`config.mk`:
```
export PLATFORM = sky130hd
export DESIGN_NAME = uart_tx_arbiter
export DESIGN_NICKNAME = d
export VERILOG_FILES = /design/src/rtl/uart_tx_arbiter.sv
export SDC_FILE = /design/constraint.sdc
export NUM_CORES = 1
export LEC_CHECK = 0
export ABC_AREA = 1
export ABC_CLOCK_PERIOD_IN_PS = 2470
export CORE_ASPECT_RATIO = 1.75
export CORE_MARGIN = 1.5
export CORE_UTILIZATION = 35
export CTS_CLUSTER_DIAMETER = 200
export DETAILED_ROUTE_END_ITERATION = 16
export PLACE_DENSITY = 0.71
export SLEW_MARGIN = 20
export SYNTH_ARGS = -nofsm -noshare
export SYNTH_HDL_FRONTEND = slang
export SYNTH_SLANG_ARGS = --single-unit
```
`constraint.sdc`:
```
create_clock -name clk -period 2.47 [get_ports clk]
set_input_delay 0.494 -clock clk [delete_from_list [all_inputs] [get_ports clk]]
set_output_delay 0.494 -clock clk [all_outputs]
set_load 0.05 [all_outputs]
```
`src/rtl/uart_tx_arbiter.sv`:
```
// Round-robin arbiter that gives one of four byte sources the UART TX path per message,
// with a per-grant byte cap (MAX_HOLD) and a 16-cycle idle timeout on the owner.
module uart_tx_arbiter #(
  parameter int MAX_HOLD = 64
) (
  input  logic        clk,
  input  logic        reset,
  input  logic [3:0]  reqValid,
  input  logic [31:0] reqData,
  input  logic [3:0]  reqLast,
  output logic [3:0]  reqAck,
  input  logic        bufFull,
  output logic [7:0]  data,
  output logic        dataReady,
  output logic [3:0]  grant,
  output logic        busy
);

  localparam logic [7:0] HOLD_LIMIT = 8'(MAX_HOLD);
  localparam logic [4:0] IDLE_LIMIT = 5'd15;

  typedef enum logic [1:0] {IDLE, LOCKED, ACKWAIT} state_t;

  state_t     state;
  logic [1:0] owner;
  logic [1:0] last_grant;
  logic [7:0] byte_cnt;
  logic [4:0] idle_cnt;
  logic       last_flag;
  logic [1:0] pick;

  // Lowest offset from last_grant+1 wins; offset 4 wraps to last_grant itself.
  function automatic logic [1:0] next_owner(input logic [3:0] valid, input logic [1:0] last);
    logic [1:0] sel;
    logic [1:0] idx;
    sel = last;
    for (int i = 4; i >= 1; i--) begin
      idx = last + 2'(i);
      if (valid[idx]) sel = idx;
    end
    return sel;
  endfunction

  always_comb pick = next_owner(reqValid, last_grant);

  always_ff @(posedge clk or posedge reset) begin
    if (reset) begin
      state      <= IDLE;
      grant      <= 4'b0000;
      reqAck     <= 4'b0000;
      dataReady  <= 1'b0;
      data       <= 8'h00;
      busy       <= 1'b0;
      byte_cnt   <= 8'd0;
      idle_cnt   <= 5'd0;
      last_grant <= 2'd3;
      owner      <= 2'd0;
      last_flag  <= 1'b0;
    end else begin
      reqAck    <= 4'b0000;
      dataReady <= 1'b0;
      case (state)
        IDLE: begin
          if (|reqValid) begin
            owner    <= pick;
            grant    <= 4'b0001 << pick;
            busy     <= 1'b1;
            byte_cnt <= 8'd0;
            idle_cnt <= 5'd0;
            state    <= LOCKED;
          end
        end
        LOCKED: begin
          if (reqValid[owner]) begin
            idle_cnt <= 5'd0;
            if (!bufFull) begin
              data      <= reqData[{owner, 3'b000} +: 8];
              dataReady <= 1'b1;
              reqAck    <= 4'b0001 << owner;
              last_flag <= reqLast[owner];
              if (byte_cnt != 8'hFF) byte_cnt <= byte_cnt + 8'd1;
              state     <= ACKWAIT;
            end
          end else if (idle_cnt == IDLE_LIMIT) begin
            // 16th consecutive cycle without a byte from the owner
            grant      <= 4'b0000;
            busy       <= 1'b0;
            last_grant <= owner;
            idle_cnt   <= 5'd0;
            state      <= IDLE;
          end else begin
            idle_cnt <= idle_cnt + 5'd1;
          end
        end
        ACKWAIT: begin
          if (last_flag || byte_cnt == HOLD_LIMIT) begin
            grant      <= 4'b0000;
            busy       <= 1'b0;
            last_grant <= owner;
            idle_cnt   <= 5'd0;
            state      <= IDLE;
          end else begin
            state <= LOCKED;
          end
        end
        default: state <= IDLE;
      endcase
    end
  end

endmodule

```
# Word level (Yosys, flattened, before mapping)
# Cells that the tools add are included.
[word_totals]
inputBits = 43
reg_bits = 38
[classes]
n_addsub = 5
n_bitwise = 1
reduce_logical = 13
n_eq_ne = 14
n_shift = 3
n_lt_le_gt_ge = 4
n_mux = 49
[ops]
columns = ["cell", "count"]
rows = [
  ["8-bit two-way mux", 4],
  ["32-bit by 6-bit variable part select with 8-bit output", 1],
  ["4-bit two-way mux", 7],
  ["2-bit two-way mux", 10],
  ["5-bit two-way mux", 4],
  ["8-bit case mux with 2 select lines", 1],
  ["5-bit case mux with 3 select lines", 1],
  ["2-bit inequality test, second input constant", 7],
  ["1-bit two-way mux", 13],
  ["2-bit by 3-bit < comparator with 1-bit output, second input constant", 4],
  ["4-bit case mux with 3 select lines", 1],
  ["1-bit binary-select mux with 2-bit select", 5],
  ["5-bit AND reduction", 2],
  ["3-bit AND reduction", 3],
  ["8-bit by 1-bit adder with 8-bit output, second input constant", 1],
  ["8-bit by 7-bit equality test with 1-bit output, second input constant", 1],
  ["8-bit inequality test, second input constant", 1],
  ["1-bit by 2-bit left shift with 4-bit output, first input constant", 2],
  ["3-bit inequality test, second input constant", 2],
  ["2-bit case mux with 3 select lines", 1],
  ["5-bit by 1-bit adder with 5-bit output, second input constant", 1],
  ["5-bit by 4-bit equality test with 1-bit output, second input constant", 1],
  ["2-bit adder, second input constant", 2],
  ["2-bit case mux with 2 select lines", 1],
  ["other kinds (12)", 13],
]

# Longest topological paths before layout
# Gate-level depths: netlist (run 1).
[depth]
ltp_word = 9
mapped_depth = 12

# Least setup slack after synthesis (run 1)
# OpenSTA, ideal clock, no wires.
[synth_timing]
path_type = "reg-to-reg"
from = "reg state[1]"
to = "reg byte_cnt[4]"
setup_ns = 0.118
path_stages_with_launch = 11
synth_period_minus_slack_ns = 1.542
t_arrival_ns = 1.425
n_path_buf = 1
path_slack_ns = 0.928
cell_sequence = "dfrtp_1 inv_1 ha_1 inv_1 nand2_1 nand2_1 nor2_2 nand2_2 buf_6 nand2_1 o21ai_2"
[synth_between]
elab_chain_cells = 3
word_cells_on_any_way = 9
[synth_lines]
columns = ["element", "line_no", "text"]
rows = [
  ["start: declaration", "24", "state_t state;"],
  ["start signal: assignment", "48", "state <= IDLE;"],
  ["start signal: assignment", "70", "state <= LOCKED;"],
  ["start signal: assignment", "82", "state <= ACKWAIT;"],
  ["2-bit by 1-bit equality test with 1-bit output / 2-bit zero test (equally long branches)", "62", "case (state)"],
  ["2-bit inequality test (no source line) / 2-bit nonzero test (equally long branches)", "n/a", ""],
  ["5-bit AND reduction (no source line)", "n/a", ""],
  ["end signal: assignment", "81", "if (byte_cnt != 8'hFF) byte_cnt <= byte_cnt + 8'd1;"],
  ["end: declaration", "27", "logic [7:0] byte_cnt;"],
]
# Several ways; a longest one is shown, not always the timed one.
# A chain may end at the register's enable or synchronous reset.

# Worst setup path in the final report (run 1)
[layout_timing]
from = "reg data[0]"
to = "out data[0]"
[layout_rtl]
columns = ["element", "line_no", "text"]
rows = [
  ["start: declaration", "13", "output logic [7:0] data,"],
  ["start signal: assignment", "77", "data <= reqData[{owner, 3'b000} +: 8];"],
]
# No word-level cell between the ends.

==> out/qor.txt, run 1 <==
Routed Wire Length = 5660 um
post-CTS setup buffer count = 0
DIE HEIGHT = 113 um
worst slack at placement = 338 ps
RSZ-0062 raised after global routing = no
Reg area = 953 sq um
dpl cells = 458
clk_lat worst skew = 280 ps
WL per Instance = 12.1 um
worst clock skew = 8.55 ps
Die ar. = 0.00743 sq mm
detailed-route DRC error count = 0
Critical Path, Cell by Cell = clkdlybuf4s50_1
# fillers = 662
Post-Syn Area per Cell = 7.48 sq um
Final WS setup = 505 ps
Post-Syn Area = 0.00242 sq mm
initial antenna violation count = 0
PwrDens = 1180 mW/mm^2
H-tree Lvls = 2
Fin Hold WS = 480 ps
worst path required time = 1980 ps
status = finished, final reports clean
worst min-delay path class = reg2reg
Final Critical Period = 1970 ps
YS warnings = 0
Worst Path Arrival = 1470 ps
final cell count without fillers = 466
dpl hpwl = 4460 um
Initial Utilization = 0.367
Worst Path Buf+Inv = 1
static leakage = 1.52 nW
Slew Viols, Final = 0
final hold violation count = 0
I/O Pins = 61
CTS Hold Bufs = 0
post-synthesis sequential area ratio = 0.395
buffers added on ports = 60
# clock sinks = 38
Area growth syn-to-layout = 34.7%
Worst path slowest cell = clkdlybuf4s50_1
setup_tns = 0 ps
Bufs on Longest Clock Path = 2
Synth Register Bits = 38
CTS clk-pin slew, worst paths = 60 ps
Slew @ Worst Pin = 665 ps
Peak VDD IR = 0.463 mV
Rel. slew slack = 0.557
Max stage delay on crit path = 820 ps
site row count = 39
CP Class = reg2out
fin crit share = 0.796
Initial DRC Count = 106
Via density = 4.84
share of layout cells above drive strength 1 = 0.120
Crit Path Max Fanout = 2
Max Freq = 509 MHz
core region area = 0.00659 sq mm
vias in the first global route = 2254
Pre-antenna DRT Iters = 4
first-pass GRT wire length = 9870 um
Clock Tree Root = clkbuf_16
CP Launch Type = flip-flop
Mapped Cells = 323
MaxCap Viol Count = 0
Die W = 65.8 um
Routed Antenna Nets = 0
vias = 2257
multi-input logic area = 0.00126 sq mm
# nets final = 434
Tot GR Track Use = 0.169
gpl congestion = 0.873
# setup viols final = 0
Overflow after GRT = 0
Largest delay share family, worst path = buffers and inverters
Setup crit end kind = output port
number of library cell types mapped by synthesis = 34
CTS Buf Count = 5
CTS tree = yes
ant diodes = 0
Syn Nets = 374
largest net degree at the start of global routing = 39
CTS resizes = 0
## synthesized netlist by cell type, drive strengths merged
library cell	number	area [sq um]
dfstp	2	52.6
nor3	5	46.3
o21ai	31	219
clkbuf	2	7.51
nand3	43	225
o2111ai	1	8.76
a21o	1	7.51
a21boi	2	15.0
o31ai	1	7.51
a21oi	11	55.1
dfrtp	36	901
nor2	18	77.6
inv	31	121
a22oi	1	7.51
nand3b	2	15.0
xor2	2	17.5
or2	1	6.26
buf	7	65.1
clkinv	2	7.51
nand2	116	453
ha	8	100
## report_power, final
part	switching, mW	internal (mW)
Sequential	0.210	0.813
Clock	0.245	0.580
Combinational	1.31	0.674
## registers in the layout, summed over array words and instances, names as in the netlist
register    count
busy            1
byte_cnt        8
data            8
dataReady       1
grant           4
idle_cnt        5
last_flag       1
last_grant      2
owner           2
reqAck          4
state           2
## metal layers
metal / vias to the layer above / global-route usage / part of all wire
li1: 1164 / - / -
met3: 10 / 0.0288 / 0.033
met5: - / 0 / 0
met4: 0 / 0.0903 / 0.032
met1: 1031 / 0.190 / 0.40
met2: 52 / 0.296 / 0.54
## through the flow
step                      utilization  cell area [sq um]  total power [mW]
after floorplan                     -               2420              2.55
after detailed placement        0.465               3060              3.04
after global placement          0.465               3060              3.00
after global routing            0.494               3260              4.15
final                           0.494               3260              3.83
after CTS                       0.494               3260              3.88
## final timing paths
kind,start,to,slack [ps],depth (start not counted)
max in group asynchronous,reset,last_grant[0]$_DFFE_PP1P_,1500,3
hold reg to reg,data[7]$_DFFE_PP0P_,data[7]$_DFFE_PP0P_,480,2
setup reg to reg,owner[0]$_DFFE_PP0P_,data[5]$_DFFE_PP0P_,550,10
setup / recovery,data[0]$_DFFE_PP0P_,data[0],500,1
min in group asynchronous,reset,data[3]$_DFFE_PP0P_,620,3
hold / removal,data[7]$_DFFE_PP0P_,data[7]$_DFFE_PP0P_,480,2
## layout by cell type, fill, tap and decap left out, types with 2 or more instances in the layout
| cell | synthesis | layout |
|---|---|---|
| a21boi_0 | 2 | 2 |
| a21oi_1 | 11 | 11 |
| buf_4 | 2 | 2 |
| bufinv_16 | 0 | 2 |
| clkbuf_16 | 0 | 5 |
| clkdlybuf4s50_1 | 0 | 60 |
| clkinv_1 | 2 | 2 |
| dfrtp_1 | 36 | 36 |
| dfstp_2 | 2 | 2 |
| ha_1 | 8 | 8 |
| inv_1 | 27 | 27 |
| inv_2 | 3 | 3 |
| nand2_1 | 111 | 111 |
| nand2_2 | 4 | 4 |
| nand3_1 | 41 | 41 |
| nand3_2 | 2 | 2 |
| nand3b_1 | 2 | 2 |
| nor2_1 | 16 | 16 |
| nor3_1 | 2 | 2 |
| nor3_2 | 2 | 2 |
| o21ai_0 | 11 | 11 |
| o21ai_1 | 3 | 3 |
| o21ai_2 | 17 | 17 |
| xor2_1 | 2 | 2 |
## kinds of logic after synthesis
group,share of synthesized area
XOR/XNOR,0.00725
AO/OA/AOI/OAI,0.133
buffers and inverters,0.0834
AND/OR/NAND/NOR,0.341
flip-flops,0.395
adder cells (fa/ha/maj),0.0414
## layout make-up
class | instances | area share
clock inverter | 3 | 0.0211
clock buffer | 5 | 0.0384
inverter | 33 | 0.0396
timing repair buffer | 62 | 0.189
sequential | 38 | 0.293
tap | 82 | 0.0315
multi-input combinational | 243 | 0.387
No activity file was read; power rests on OpenSTA's default activity.
==> inputs of run 2 (changes only) <==
--- a/config.mk
+++ b/config.mk
@@ -6,13 +6,13 @@
 export NUM_CORES = 1
 export LEC_CHECK = 0
 export ABC_AREA = 1
-export ABC_CLOCK_PERIOD_IN_PS = 2470
+export ABC_CLOCK_PERIOD_IN_PS = 1800
 export CORE_ASPECT_RATIO = 1.75
 export CORE_MARGIN = 1.5
 export CORE_UTILIZATION = 35
 export CTS_CLUSTER_DIAMETER = 200
 export DETAILED_ROUTE_END_ITERATION = 16
-export PLACE_DENSITY = 0.71
+export PLACE_DENSITY = 0.74
 export SLEW_MARGIN = 20
 export SYNTH_ARGS = -nofsm -noshare
 export SYNTH_HDL_FRONTEND = slang
==> constraint.sdc (replaced) <==
create_clock -name clk -period 1.8 [get_ports clk]
set_input_delay 0.36 -clock clk [delete_from_list [all_inputs] [get_ports clk]]
set_output_delay 0.36 -clock clk [all_outputs]
set_load 0.05 [all_outputs]
==> out/qor.txt, run 2 (synthesis gave the netlist of run 1 again) <==
Pwr Total = 5.31 mW (was 3.83 mW)
Worst path slowest cell = dfrtp_1 (was clkdlybuf4s50_1)
Clock Tree Root = clkbuf_16 (unchanged)
r2r setup slk = 180 ps (was 550 ps)
dpl hpwl = 4770 um (was 4460 um)
vias = 2304 (was 2257)
worst min-delay path class = in2async (was reg2reg)
Rel. slew slack = 0.605 (was 0.557)
Routed Wire Length = 5890 um (was 5660 um)
Slew Viols, Final = 0 (unchanged)
CTS Hold Bufs = 0 (unchanged)
gpl congestion = 0.867 (was 0.873)
Largest regs = byte_cnt (8), data (8), idle_cnt (5) (unchanged)
Slew @ Worst Pin = 590 ps (was 665 ps)
Critical Path, Cell by Cell = buf_4, nor2_1, nand2_1, nand3_1, a21oi_1, o21ai_2 (was clkdlybuf4s50_1)
detailed-route DRC error count = 0 (unchanged)
site row count = 39 (unchanged)
# clock sinks = 38 (unchanged)
MaxCap Viol Count = 0 (unchanged)
worst clock skew = 6.62 ps (was 8.55 ps)
Setup crit end kind = flip-flop (was output port)
final cell count without fillers = 482 (was 466)
# nets final = 450 (was 434)
Final Critical Period = 1620 ps
first-pass GRT wire length = 10100 um (was 9870 um)
most common cell after layout, fill and taps aside = nand2_1 (unchanged)
vias in the first global route = 2313 (was 2254)
setup_tns = 0 ps (unchanged)
Pre-antenna DRT Iters = 4 (unchanged)
static leakage = 1.61 nW (was 1.52 nW)
RSZ-0062 raised after global routing = no (unchanged)
initial antenna violation count = 0 (unchanged)
PwrDens = 1590 mW/mm^2 (was 1180 mW/mm^2)
Initial DRC Count = 147 (was 106)
status = finished, final reports clean (unchanged)
ant diodes = 0 (unchanged)
DIE HEIGHT = 113 um (unchanged)
CP Class = reg2reg (was reg2out)
Die W = 65.8 um (unchanged)
Peak VDD IR = 0.666 mV (was 0.463 mV)
fin crit share = 0.901
worst path required time = 2020 ps (was 1980 ps)
share of layout cells above drive strength 1 = 0.203 (was 0.120)
Routed Antenna Nets = 0 (unchanged)
Overflow after GRT = 0 (unchanged)
core region area = 0.00659 sq mm (unchanged)
Bufs on Longest Clock Path = 2 (unchanged)
Worst Path Arrival = 1840 ps (was 1470 ps)
Largest delay share family, worst path = simple AND/OR/NAND/NOR gates (was buffers and inverters)
Fin Hold WS = 370 ps (was 480 ps)
Die ar. = 0.00743 sq mm (unchanged)
final hold violation count = 0 (unchanged)
CTS Buf Count = 5 (unchanged)
Area growth syn-to-layout = 38.2% (was 34.7%)
Worst Path Buf+Inv = 1 (unchanged)
CTS tree = yes (unchanged)
# setup viols final = 0 (unchanged)
post-CTS setup buffer count = 0 (unchanged)
Max Freq = 617 MHz
buffers added on ports = 60 (unchanged)
WL per Instance = 12.2 um (was 12.1 um)
I/O Pins = 61 (unchanged)
commonest cells after routing, fill and taps aside = nand2_1, clkdlybuf4s50_1, nand3_1, dfrtp_1, buf_4 (was nand2_1, clkdlybuf4s50_1, nand3_1, dfrtp_1, inv_1)
CP Launch Type = flip-flop (unchanged)
CTS resizes = 0 (unchanged)
Initial Utilization = 0.367 (unchanged)
Via density = 4.78 (was 4.84)
Crit Path Max Fanout = 9 (was 2)
largest net degree at the start of global routing = 31 (was 39)
Max stage delay on crit path = 470 ps (was 820 ps)
clk_lat worst skew = 290 ps (was 280 ps)
dpl cells = 474 (was 458)
CTS clk-pin slew, worst paths = 60 ps (about the same)
H-tree Lvls = 2 (unchanged)
Tot GR Track Use = 0.174 (was 0.169)
==> run 2: changes by cell type in the layout (fill, tap and decap cells not counted) <==
| cell | change |
|---|---|
| buf_4 | +32 |
| bufinv_16 | -1 |
| buf_12 | +2 |
| clkdlybuf4s50_1 | -18 |
| ha_1 | -1 |
| nand2_4 | +1 |
| nand2_2 | -1 |
| clkinv_4 | -1 |
| ha_2 | +1 |
| clkinvlp_4 | +2 |
==> run 2: path summary, 6_finish.rpt <==
| kind | from | to | cells past startpoint |
|---|---|---|---|
| setup / recovery | owner[0]$_DFFE_PP0P_ | data[5]$_DFFE_PP0P_ | 6 |
| min in group clk | grant[0]$_DFFE_PP0P_ | grant[0]$_DFFE_PP0P_ | 2 |
| hold / removal | reset | data[3]$_DFFE_PP0P_ | 2 |
| hold reg to reg | grant[0]$_DFFE_PP0P_ | grant[0]$_DFFE_PP0P_ | 2 |
| max in group asynchronous | reset | idle_cnt[2]$_DFFE_PP0P_ | 3 |
| setup reg to reg | owner[0]$_DFFE_PP0P_ | data[5]$_DFFE_PP0P_ | 6 |
==> run 2: worst register-to-register path: stages, from the launching register on <==
cell	delay, ps
dfrtp_1	470
buf_4	210
nor2_1	460
nand2_1	100
nand3_1	120
a21oi_1	60
o21ai_2	130
==> run 2: per-stage QoR <==
| step | utilization | area, sq um | worst slack, ps |
|---|---|---|---|
| final | 0.507 | 3340 | 179 |
| after global placement | 0.480 | 3160 | -69.5 |
| after CTS | 0.506 | 3330 | 88.1 |
| after floorplan | - | 2420 | 258 |
| after global routing | 0.507 | 3340 | 12.6 |
| after detailed placement | 0.480 | 3160 | -151 |
==> run 2: final cells by class <==
| type | count | area [sq um] |
|---|---|---|
| multi-input combinational | 243 | 1270 |
| timing repair buffer | 78 | 716 |
| tap | 82 | 103 |
| fill | 639 | 3250 |
| inverter | 33 | 129 |
| clock buffer | 5 | 125 |
| clock inverter | 3 | 45.0 |
| sequential | 38 | 953 |
==> run 2: routing by layer <==
metal | up-vias | share of wire | track usage | wire [um]
li1 | 1188 | - | - | -
met1 | 1057 | 0.40 | 0.204 | 2330
met2 | 48 | 0.55 | 0.300 | 3210
met3 | 11 | 0.037 | 0.0288 | 217
met4 | 0 | 0.022 | 0.0889 | 127
met5 | - | 0 | 0 | 0
==> run 2: where the power goes <==
part / leakage [nW] / switching [mW] / total [mW] / internal (mW)
clock: 0.0760 / 0.360 / 1.01 / 0.653
sequential: 0.500 / 0.244 / 1.36 / 1.12
combinational: 1.04 / 1.89 / 2.93 / 1.04
